$ cat src/rtl/vline_pkg.sv
// Shared types and constants for the vertical-line motion sequencer and the
// Y-coordinate counter it drives.
package vline_pkg;

    typedef enum logic [2:0] {
        ST_IDLE  = 3'd0,
        ST_LOAD  = 3'd1,
        ST_RUN   = 3'd2,
        ST_DWELL = 3'd3,
        ST_HOLD  = 3'd4
    } vline_state_t;

    localparam logic [9:0] Y_MAX = 10'd487;
    localparam logic [9:0] Y_MIN = 10'd18;

    localparam int CNT_W = 8;

    // A zero-length dwell still needs a legal modulus for its divider.
    function automatic int unsigned divider_modulus(input int unsigned n);
        return (n == 32'd0) ? 32'd1 : n;
    endfunction

    // Counter-side compare: {at_max, at_min} for a given Y coordinate.
    function automatic logic [1:0] limit_flags(input logic [9:0] y);
        return {(y == Y_MAX), (y == Y_MIN)};
    endfunction

endpackage

$ cat src/rtl/frame_divider.sv
// Modulo-N frame-tick counter with synchronous clear and a wrap strobe that
// fires on the tick that returns the count to zero.
module frame_divider
    import vline_pkg::*;
#(
    parameter int unsigned N = 2
) (
    input  logic clk,
    input  logic reset,
    input  logic clr,
    input  logic en,
    input  logic tick,
    output logic wrap
);

    localparam logic [CNT_W-1:0] LAST = CNT_W'(N - 32'd1);

    logic [CNT_W-1:0] cnt_r;

    assign wrap = en & tick & ~clr & (cnt_r == LAST);

    // Tick counter; clear has priority over counting.
    always_ff @(posedge clk or negedge reset) begin
        if (!reset) begin
            cnt_r <= {CNT_W{1'b0}};
        end else if (clr) begin
            cnt_r <= {CNT_W{1'b0}};
        end else if (en && tick) begin
            if (cnt_r == LAST) begin
                cnt_r <= {CNT_W{1'b0}};
            end else begin
                cnt_r <= cnt_r + CNT_W'(1);
            end
        end else begin
            cnt_r <= cnt_r;
        end
    end

endmodule

$ cat src/rtl/vline_motion_ctrl.sv
// Motion sequencer for the vertical-line Y counter: paces UP/DW steps off
// frame ticks, reverses at the limits after a dwell, and sequences load/pause.
module vline_motion_ctrl
    import vline_pkg::*;
#(
    parameter int unsigned FRAMES_PER_STEP = 2,
    parameter int unsigned DWELL_FRAMES    = 30
) (
    input  logic       clk,
    input  logic       reset,
    input  logic       frame_tick,
    input  logic       go,
    input  logic       restart,
    input  logic       at_max,
    input  logic       at_min,
    output logic       UP,
    output logic       DW,
    output logic       LD,
    output logic       dir,
    output logic [2:0] state
);

    localparam bit          HAS_DWELL = (DWELL_FRAMES > 32'd0);
    localparam int unsigned DWELL_MOD = divider_modulus(DWELL_FRAMES);

    vline_state_t state_r;
    vline_state_t state_nxt_s;

    logic dir_r, dir_nxt_s;
    logic up_r, dw_r, ld_r;
    logic up_s, dw_s, ld_s;

    logic active_s;
    logic step_en_s, step_clr_s, step_wrap_s;
    logic dwell_en_s, dwell_clr_s, dwell_wrap_s;
    logic at_limit_s, reverse_s;

    // Restart and pause pre-empt both dividers, so a coincident tick is lost.
    assign active_s    = go & ~restart;
    assign step_en_s   = active_s & (state_r == ST_RUN);
    assign step_clr_s  = (state_r == ST_LOAD);
    assign dwell_en_s  = active_s & (state_r == ST_DWELL);
    assign dwell_clr_s = (state_r != ST_DWELL);

    // Only the flag facing the current direction matters, so an illegal
    // both-flags-high input is resolved by dir.
    assign at_limit_s = dir_r ? at_max : at_min;
    assign reverse_s  = step_wrap_s & at_limit_s;

    frame_divider #(.N(FRAMES_PER_STEP)) u_step_div (
        .clk   (clk),
        .reset (reset),
        .clr   (step_clr_s),
        .en    (step_en_s),
        .tick  (frame_tick),
        .wrap  (step_wrap_s)
    );

    frame_divider #(.N(DWELL_MOD)) u_dwell_div (
        .clk   (clk),
        .reset (reset),
        .clr   (dwell_clr_s),
        .en    (dwell_en_s),
        .tick  (frame_tick),
        .wrap  (dwell_wrap_s)
    );

    // State register.
    always_ff @(posedge clk or negedge reset) begin
        if (!reset) begin
            state_r <= ST_IDLE;
        end else begin
            state_r <= state_nxt_s;
        end
    end

    // Next-state logic: restart, then pause, then step/dwell progress.
    always_comb begin
        state_nxt_s = ST_IDLE;
        case (state_r)
            ST_IDLE: begin
                if (go) begin
                    state_nxt_s = ST_LOAD;
                end else begin
                    state_nxt_s = ST_IDLE;
                end
            end
            ST_LOAD, ST_RUN, ST_DWELL, ST_HOLD: begin
                if (restart) begin
                    state_nxt_s = ST_LOAD;
                end else if (!go) begin
                    state_nxt_s = ST_HOLD;
                end else begin
                    case (state_r)
                        ST_LOAD: state_nxt_s = ST_RUN;
                        ST_RUN: begin
                            if (reverse_s && HAS_DWELL) begin
                                state_nxt_s = ST_DWELL;
                            end else begin
                                state_nxt_s = ST_RUN;
                            end
                        end
                        ST_DWELL: begin
                            if (dwell_wrap_s) begin
                                state_nxt_s = ST_RUN;
                            end else begin
                                state_nxt_s = ST_DWELL;
                            end
                        end
                        ST_HOLD: state_nxt_s = ST_RUN;
                        default: state_nxt_s = ST_IDLE;
                    endcase
                end
            end
            default: state_nxt_s = ST_IDLE;
        endcase
    end

    // Output decode; a step decision at the limit turns around instead of pulsing.
    always_comb begin
        up_s = step_wrap_s & dir_r & ~at_max;
        dw_s = step_wrap_s & ~dir_r & ~at_min;
        ld_s = (state_r == ST_LOAD);
        if (state_r == ST_LOAD) begin
            dir_nxt_s = 1'b1;
        end else if (reverse_s) begin
            dir_nxt_s = ~dir_r;
        end else begin
            dir_nxt_s = dir_r;
        end
    end

    // Registered output pulses and direction.
    always_ff @(posedge clk or negedge reset) begin
        if (!reset) begin
            up_r  <= 1'b0;
            dw_r  <= 1'b0;
            ld_r  <= 1'b0;
            dir_r <= 1'b1;
        end else begin
            up_r  <= up_s;
            dw_r  <= dw_s;
            ld_r  <= ld_s;
            dir_r <= dir_nxt_s;
        end
    end

    assign UP    = up_r;
    assign DW    = dw_r;
    assign LD    = ld_r;
    assign dir   = dir_r;
    assign state = state_r;

endmodule

$ cat config.mk
export PLATFORM = sky130hd
export DESIGN_NAME = vline_motion_ctrl
export DESIGN_NICKNAME = d
export VERILOG_FILES = /design/src/rtl/vline_pkg.sv /design/src/rtl/frame_divider.sv /design/src/rtl/vline_motion_ctrl.sv
export SDC_FILE = /design/constraint.sdc
export NUM_CORES = 1
export LEC_CHECK = 0
export CORE_MARGIN = 2
export CORE_UTILIZATION = 40
export CTS_CLUSTER_SIZE = 30
export DETAILED_ROUTE_END_ITERATION = 10
export MAX_ROUTING_LAYER = met4
export SLEW_MARGIN = 20
export SYNTH_ARGS = -nofsm -noshare
export SYNTH_HDL_FRONTEND = slang
export SYNTH_SLANG_ARGS = --single-unit
$ cat constraint.sdc
create_clock -name clk -period 2.06 [get_ports clk]
set_clock_uncertainty 0.1 [all_clocks]
set_input_delay 0.206 -clock clk [delete_from_list [all_inputs] [get_ports clk]]
set_output_delay 0.206 -clock clk [all_outputs]
set_load 0.01 [all_outputs]
# [Yosys cells after proc, flatten, opt, wreduce, memory -nomap -nowiden]
# Cells that the tools add are included.
[classes] add_sub_neg=2 eq_ne=7 muxes=16 n_bitwise=20 reduce_logical=8
[op_table] operator="$mux 8" n=6
[op_table] operator="$add 8x1->8 const B" n=2
[op_table] operator="$and 1x1->1" n=14
[op_table] operator="$eq 8x1->1 const B" n=1
[op_table] operator="$eq 8x5->1 const B" n=1
[op_table] operator="$eq 3x2->1 const B" n=2
[op_table] operator="$mux 1" n=6
[op_table] operator="$mux 3" n=2
[op_table] operator="$not 1->1" n=6
[op_table] operator="$pmux 2 s3" n=1
[op_table] operator="$pmux 3 s2" n=1
[op_table] operator="$reduce_bool 2->1" n=3
[op_table] operator="$reduce_or 4->1" n=1
[op_table] operator="$eq 3x1->1 const B" n=1
[op_table] operator="$eq 3x3->1 const B" n=1
[op_table] operator="$logic_not 3->1" n=1
[op_table] operator="$ne 3x2->1 const B" n=1
[op_table] operator="$logic_and 1x1->1" n=2
[op_table] operator="$reduce_or 2->1" n=1
[word_totals] ff_bits=23 inputBits=7 out_inout_bits=7 elab_cells=60

# [Logic depth before layout (Yosys ltp)]
[logic_depth] ltp_word=12 depth_mapped=6

# [Modules after synthesis]
# Synthesis repeated with hierarchy kept, for this count alone.
[hier_totals] hier_cells=127 hier_area_um2=1261.2
[modules_own_cells] mod="frame_divider (u_dwell_div)" n_inst=1 cells_each=51 area_each_um2=483.0 seq_area_each_um2=200.2
[modules_own_cells] mod="frame_divider (u_step_div)" n_inst=1 cells_each=48 area_each_um2=455.4 seq_area_each_um2=200.2
[modules_own_cells] mod="vline_motion_ctrl" n_inst=1 cells_each=28 area_each_um2=322.8 seq_area_each_um2=176.4

# [Worst setup path before layout]
# OpenSTA, ideal clock, no wires.
[synth_timing] path_kind="register to register" start="register state_r[0], in the netlist state[0]" end="register u_step_div.cnt_r[4]" setup_ns=0.119 arrival_ns=1.370 t_required_ns=1.841 setup_slack_ns=0.471 path_stages_with_launch=5 path_buffers=0 period_less_slack_ns=1.589 cell_sequence="dfrtp_1 -> or3b_1 -> o21ai_2 -> o311ai_0 -> o21a_1"
[synth_between] elab_chain_cells=4 word_cells_on_any_way=6 cone_classes="eq/ne: 2; mux: 1; bitwise: 1; reduce/logical: 2"
[synth_rtl] item="start, declared" line_no="vline_motion_ctrl.sv:26" rtl="vline_state_t state_r;"
[synth_rtl] item="start signal, assigned" line_no="vline_motion_ctrl.sv:73" rtl="state_r <= state_nxt_s;"
[synth_rtl] item="$eq 3x2->1" line_no="vline_motion_ctrl.sv:40" rtl="assign step_en_s = active_s & (state_r == ST_RUN);"
[synth_rtl] item="$and 1x1->1" line_no="vline_motion_ctrl.sv:40"
[synth_rtl] item="$logic_and 1x1->1" line_no="frame_divider.sv:28" rtl="end else if (en && tick) begin"
[synth_rtl] item="$reduce_bool 2->1 (no source line)"
[synth_rtl] item="end signal, assigned" line_no="frame_divider.sv:27" rtl="cnt_r <= {CNT_W{1'b0}};"
[synth_rtl] item="end signal, assigned" line_no="frame_divider.sv:30" rtl="cnt_r <= {CNT_W{1'b0}};"
[synth_rtl] item="end signal, assigned" line_no="frame_divider.sv:32" rtl="cnt_r <= cnt_r + CNT_W'(1);"
[synth_rtl] item="end, declared" line_no="frame_divider.sv:18" rtl="logic [CNT_W-1:0] cnt_r;"
# Several ways; a longest one is shown, not always the timed one.
# A chain may end at the register's enable or synchronous reset.

# [Worst setup path in the final report]
[layout_timing] start="register u_step_div.cnt_r[0]" end="register u_step_div.cnt_r[7]"
[layout_between] elab_chain_cells=4 word_cells_on_any_way=5 cone_classes="add/sub: 1; eq/ne: 1; mux: 3"
[layout_rtl] item="start signal, assigned" line_no="frame_divider.sv:25" rtl="cnt_r <= {CNT_W{1'b0}};"
[layout_rtl] item="start signal, assigned" line_no="frame_divider.sv:27"
[layout_rtl] item="start signal, assigned" line_no="frame_divider.sv:30"
[layout_rtl] item="$add 8x1->8 or $eq 8x1->1 (tied branches)" line_no="frame_divider.sv:32, frame_divider.sv:29"
[layout_rtl] item="$mux 8 (*)" line_no="frame_divider.sv:29" rtl="if (cnt_r == LAST) begin"
[layout_rtl] item="$mux 8 (*)" line_no="frame_divider.sv:28"
[layout_rtl] item="$mux 8 (*)" line_no="frame_divider.sv:26" rtl="end else if (clr) begin"
# Every way passes the cells marked *; elsewhere a longest branch is shown, timed or not. The select of a mux whose other input is x is not followed.

==> flow_metrics.py <==
metrics = {
    "status": {
        "run_status": "completed",
    },
    "synth": {
        "area_share_of_the_leading_cell_type_in_the_synthesized_netlist_pct": 43.1,
        "number_of_flops_mapped_to_enable_cells_by_yosys": 0,
        "ys.flop_type": "sky130_fd_sc_hd__dfrtp_1",
        "synthesis.instances": 127,
        "most_frequent_cell_after_synthesis": "sky130_fd_sc_hd__dfrtp_1",
        "synthesis.nets": 138,
        "async_reset_ff_share_pct": 100,
        "ffs_latches_synth": 23,
        "ys_seq_area_share_pct": 45.2,
        "netlist_area_um2": 1280,
        "syn-mean-instance-area_um2": 10.1,
        "yosysWarningCount": 0,
        "yosysUniqueCellTypes": 43,
        "post-synth-top-area-cell": "sky130_fd_sc_hd__dfrtp_1",
        "ys_top_cells_by_count": "sky130_fd_sc_hd__dfrtp_1, sky130_fd_sc_hd__nand2_1, sky130_fd_sc_hd__o21ai_0, sky130_fd_sc_hd__nand3_1, sky130_fd_sc_hd__inv_1",
        "synth_top_cells_by_area": "sky130_fd_sc_hd__dfrtp_1, sky130_fd_sc_hd__ha_1, sky130_fd_sc_hd__o21ai_0, sky130_fd_sc_hd__nand3_1, sky130_fd_sc_hd__xor2_1",
    },
    "clock_network": {
        "htreeDepth": 1,
        "clkSinkCount": 23,
        "cts_max_path_bufs": 2,
        "cts_clk_pin_slew_worst_paths_ps": 130,
        "cts_resized": 0,
        "cts_post_setup_buffers_inserted": 0,
        "hold_buffers": 0,
        "cts_tree": "done",
        "numCtsBuffers": 3,
        "clk_root_buffer_cell": "sky130_fd_sc_hd__clkbuf_4",
        "worstSkewPairLatency_ps": 320,
    },
    "die": {
        "dieWidth_um": 60.5,
        "rows": 20,
        "start_util_pct": 41.8,
        "io_pins": 14,
        "die_height_um": 60.5,
        "core_region_area_um2": 3050,
        "dieArea_um2": 3660,
    },
    "routing": {
        "firstDrtPassIters": 4,
        "post_route_wl_um": 2480,
        "drt_drc_violations_left": 0,
        "drt_first_iter_violations": 31,
        "wl_per_cell_um": 13.2,
        "final_antenna_net_count": 0,
        "vias": 1026,
        "viasPerCell": 5.46,
    },
    "grt": {
        "grt_remaining_overflow": 0,
        "maximum_number_of_pins_on_one_net_before_global_route_repair": 14,
        "grt_pass1_wl_um": 4310,
        "number_of_antenna_violations_at_the_first_check_in_global_routing": 0,
        "grt_pass1_vias": 952,
        "grt_usage_pct": 16.5,
    },
    "flow_run": {
        "max_cap_viol_count": 0,
    },
    "placed_design": {
        "finalWeightedCongestion": 0.869,
        "placed_cells": 184,
        "port_buffers": 13,
        "detailed_place_hpwl_um": 1930,
    },
    "finish": {
        "antennaDiodeCount": 0,
        "area_delta_synth_final_pct": 16.9,
        "nNetsFinal": 156,
        "final_cell_count_no_fill": 188,
        "post_route_cells_drive_above_1_share_pct": 11.8,
    },
    "sta": {
        "tightest_slew_ps": 456,
        "final_min_period_over_clock_period_pct": 88.5,
        "final_min_period_ps": 1820,
        "maxSlewViolCount": 0,
        "fmax_ghz": 0.548,
        "relative_slew_slack_pct": 69.5,
        "rsz0062_at_grt": "no",
        "setup_tns_ps": 0,
        "timing.final.hold_violations": 0,
        "report.final.setup_viol": 0,
    },
    "setup_path": {
        "critical_path_peak_fanout": 5,
        "endpoint_required_time_on_the_critical_path_ps": 2220,
        "setup.worst_path.start_class": "flip-flop",
        "critPathArrivalTime_ps": 1980,
        "worstSetupPathType": "flip-flop to flip-flop",
        "element_type_at_the_critical_path_end": "flip-flop",
    },
    "min_path": {
        "hold_class": "input pin to asynchronous set/reset pin",
    },
    "pwr": {
        "power.density_cell_area_nw_per_um2": 694,
        "max-vdd-ir-drop_uv": 453,
        "power_leakage_nw": 0.656,
    },
}
[area by class of cell]
cell class                 instances  area [um2]
sequential                        23         577
timing repair buffer              15         145
clock inverter                     1        5.00
multi-input combinational         96         667
fill                             314        1560
inverter                           6        22.5
tap                               44        55.1
clock buffer                       3        22.5
[routing by layer]
metal / GRT usage, % / vias to the layer above / share of wire, %
met5: - / - / 0
met4: 6.52 / 0 / 1.9
met3: 2.56 / 5 / 2.5
met2: 24.1 / 18 / 45
met1: 23.0 / 502 / 51
li1: - / 501 / -
[registers in the layout (all words and copies together), names as in the netlist]
signal,count
u_dwell_div.cnt_r,8
u_step_div.cnt_r,8
state,3
DW,1
LD,1
UP,1
dir,1
[worst max-delay path, stage by stage (launching register included)]
cell	delay [ps]
sky130_fd_sc_hd__dfrtp_1	440
sky130_fd_sc_hd__ha_1	210
sky130_fd_sc_hd__nor4b_1	140
sky130_fd_sc_hd__buf_4	140
sky130_fd_sc_hd__and2_1	170
sky130_fd_sc_hd__or4_1	480
sky130_fd_sc_hd__nand3_1	80
[through the flow]
| step | power (mW) | setup WS, ps | area (um2) | utilization (%) | hold WS [ps] |
|---|---|---|---|---|---|
| after floorplan | 0.705 | 471 | 1280 | - | -190 |
| after global placement | 0.828 | 152 | 1470 | 48.0 | 392 |
| after detailed placement | 0.836 | 112 | 1470 | 48.0 | 399 |
| after CTS | 1.05 | 229 | 1490 | 48.9 | 92.5 |
| after global routing | 1.10 | 69.6 | 1490 | 48.9 | 105 |
| final | 1.04 | 236 | 1490 | 48.9 | 83.0 |
[where the power goes]
group / internal (mW) / switching, mW
Clock: 0.0727 / 0.140
Sequential: 0.480 / 0.0510
Combinational: 0.136 / 0.157
[cells by family (layout without fill, tap and decap cells)]
kind of cell | count (synthesis) | in the layout | share of synthesized area (%)
AO/OA/AOI/OAI | 30 | 30 | 15.5
XOR/XNOR | 6 | 6 | 4.11
adder cells (fa/ha/maj) | 4 | 4 | 3.92
buffers and inverters | 8 | 25 | 2.64
flip-flops | 23 | 23 | 45.2
multiplexers | 2 | 2 | 1.67
AND/OR/NAND/NOR | 54 | 54 | 27.0
[path summary, 6_finish.rpt]
| path | startpoint | end | slack [ps] | cells after the start |
|---|---|---|---|---|
| min in group clk | at_min | DW | 340 | 2 |
| max in group asynchronous | reset | u_dwell_div.cnt_r[2] | 1230 | 2 |
| min | reset | u_step_div.cnt_r[0] | 80 | 1 |
| min reg2reg | u_step_div.cnt_r[5] | u_step_div.cnt_r[5] | 420 | 1 |
| max | u_step_div.cnt_r[0] | u_step_div.cnt_r[7] | 240 | 6 |
| max reg2reg | u_step_div.cnt_r[0] | u_step_div.cnt_r[7] | 240 | 6 |
[cell usage in the layout (no fill, tap or decap), drive strengths merged, types with 4 or more instances in the layout]
cell type,instances
inv,6
nand2,10
dfrtp,22
or3,4
a21oi,5
ha,4
xor2,4
nor2,6
a31oi,4
nand3,7
and3,5
o21ai,10
clkdlybuf4s50,13
Note: power is estimated with default switching activity, not from simulation.
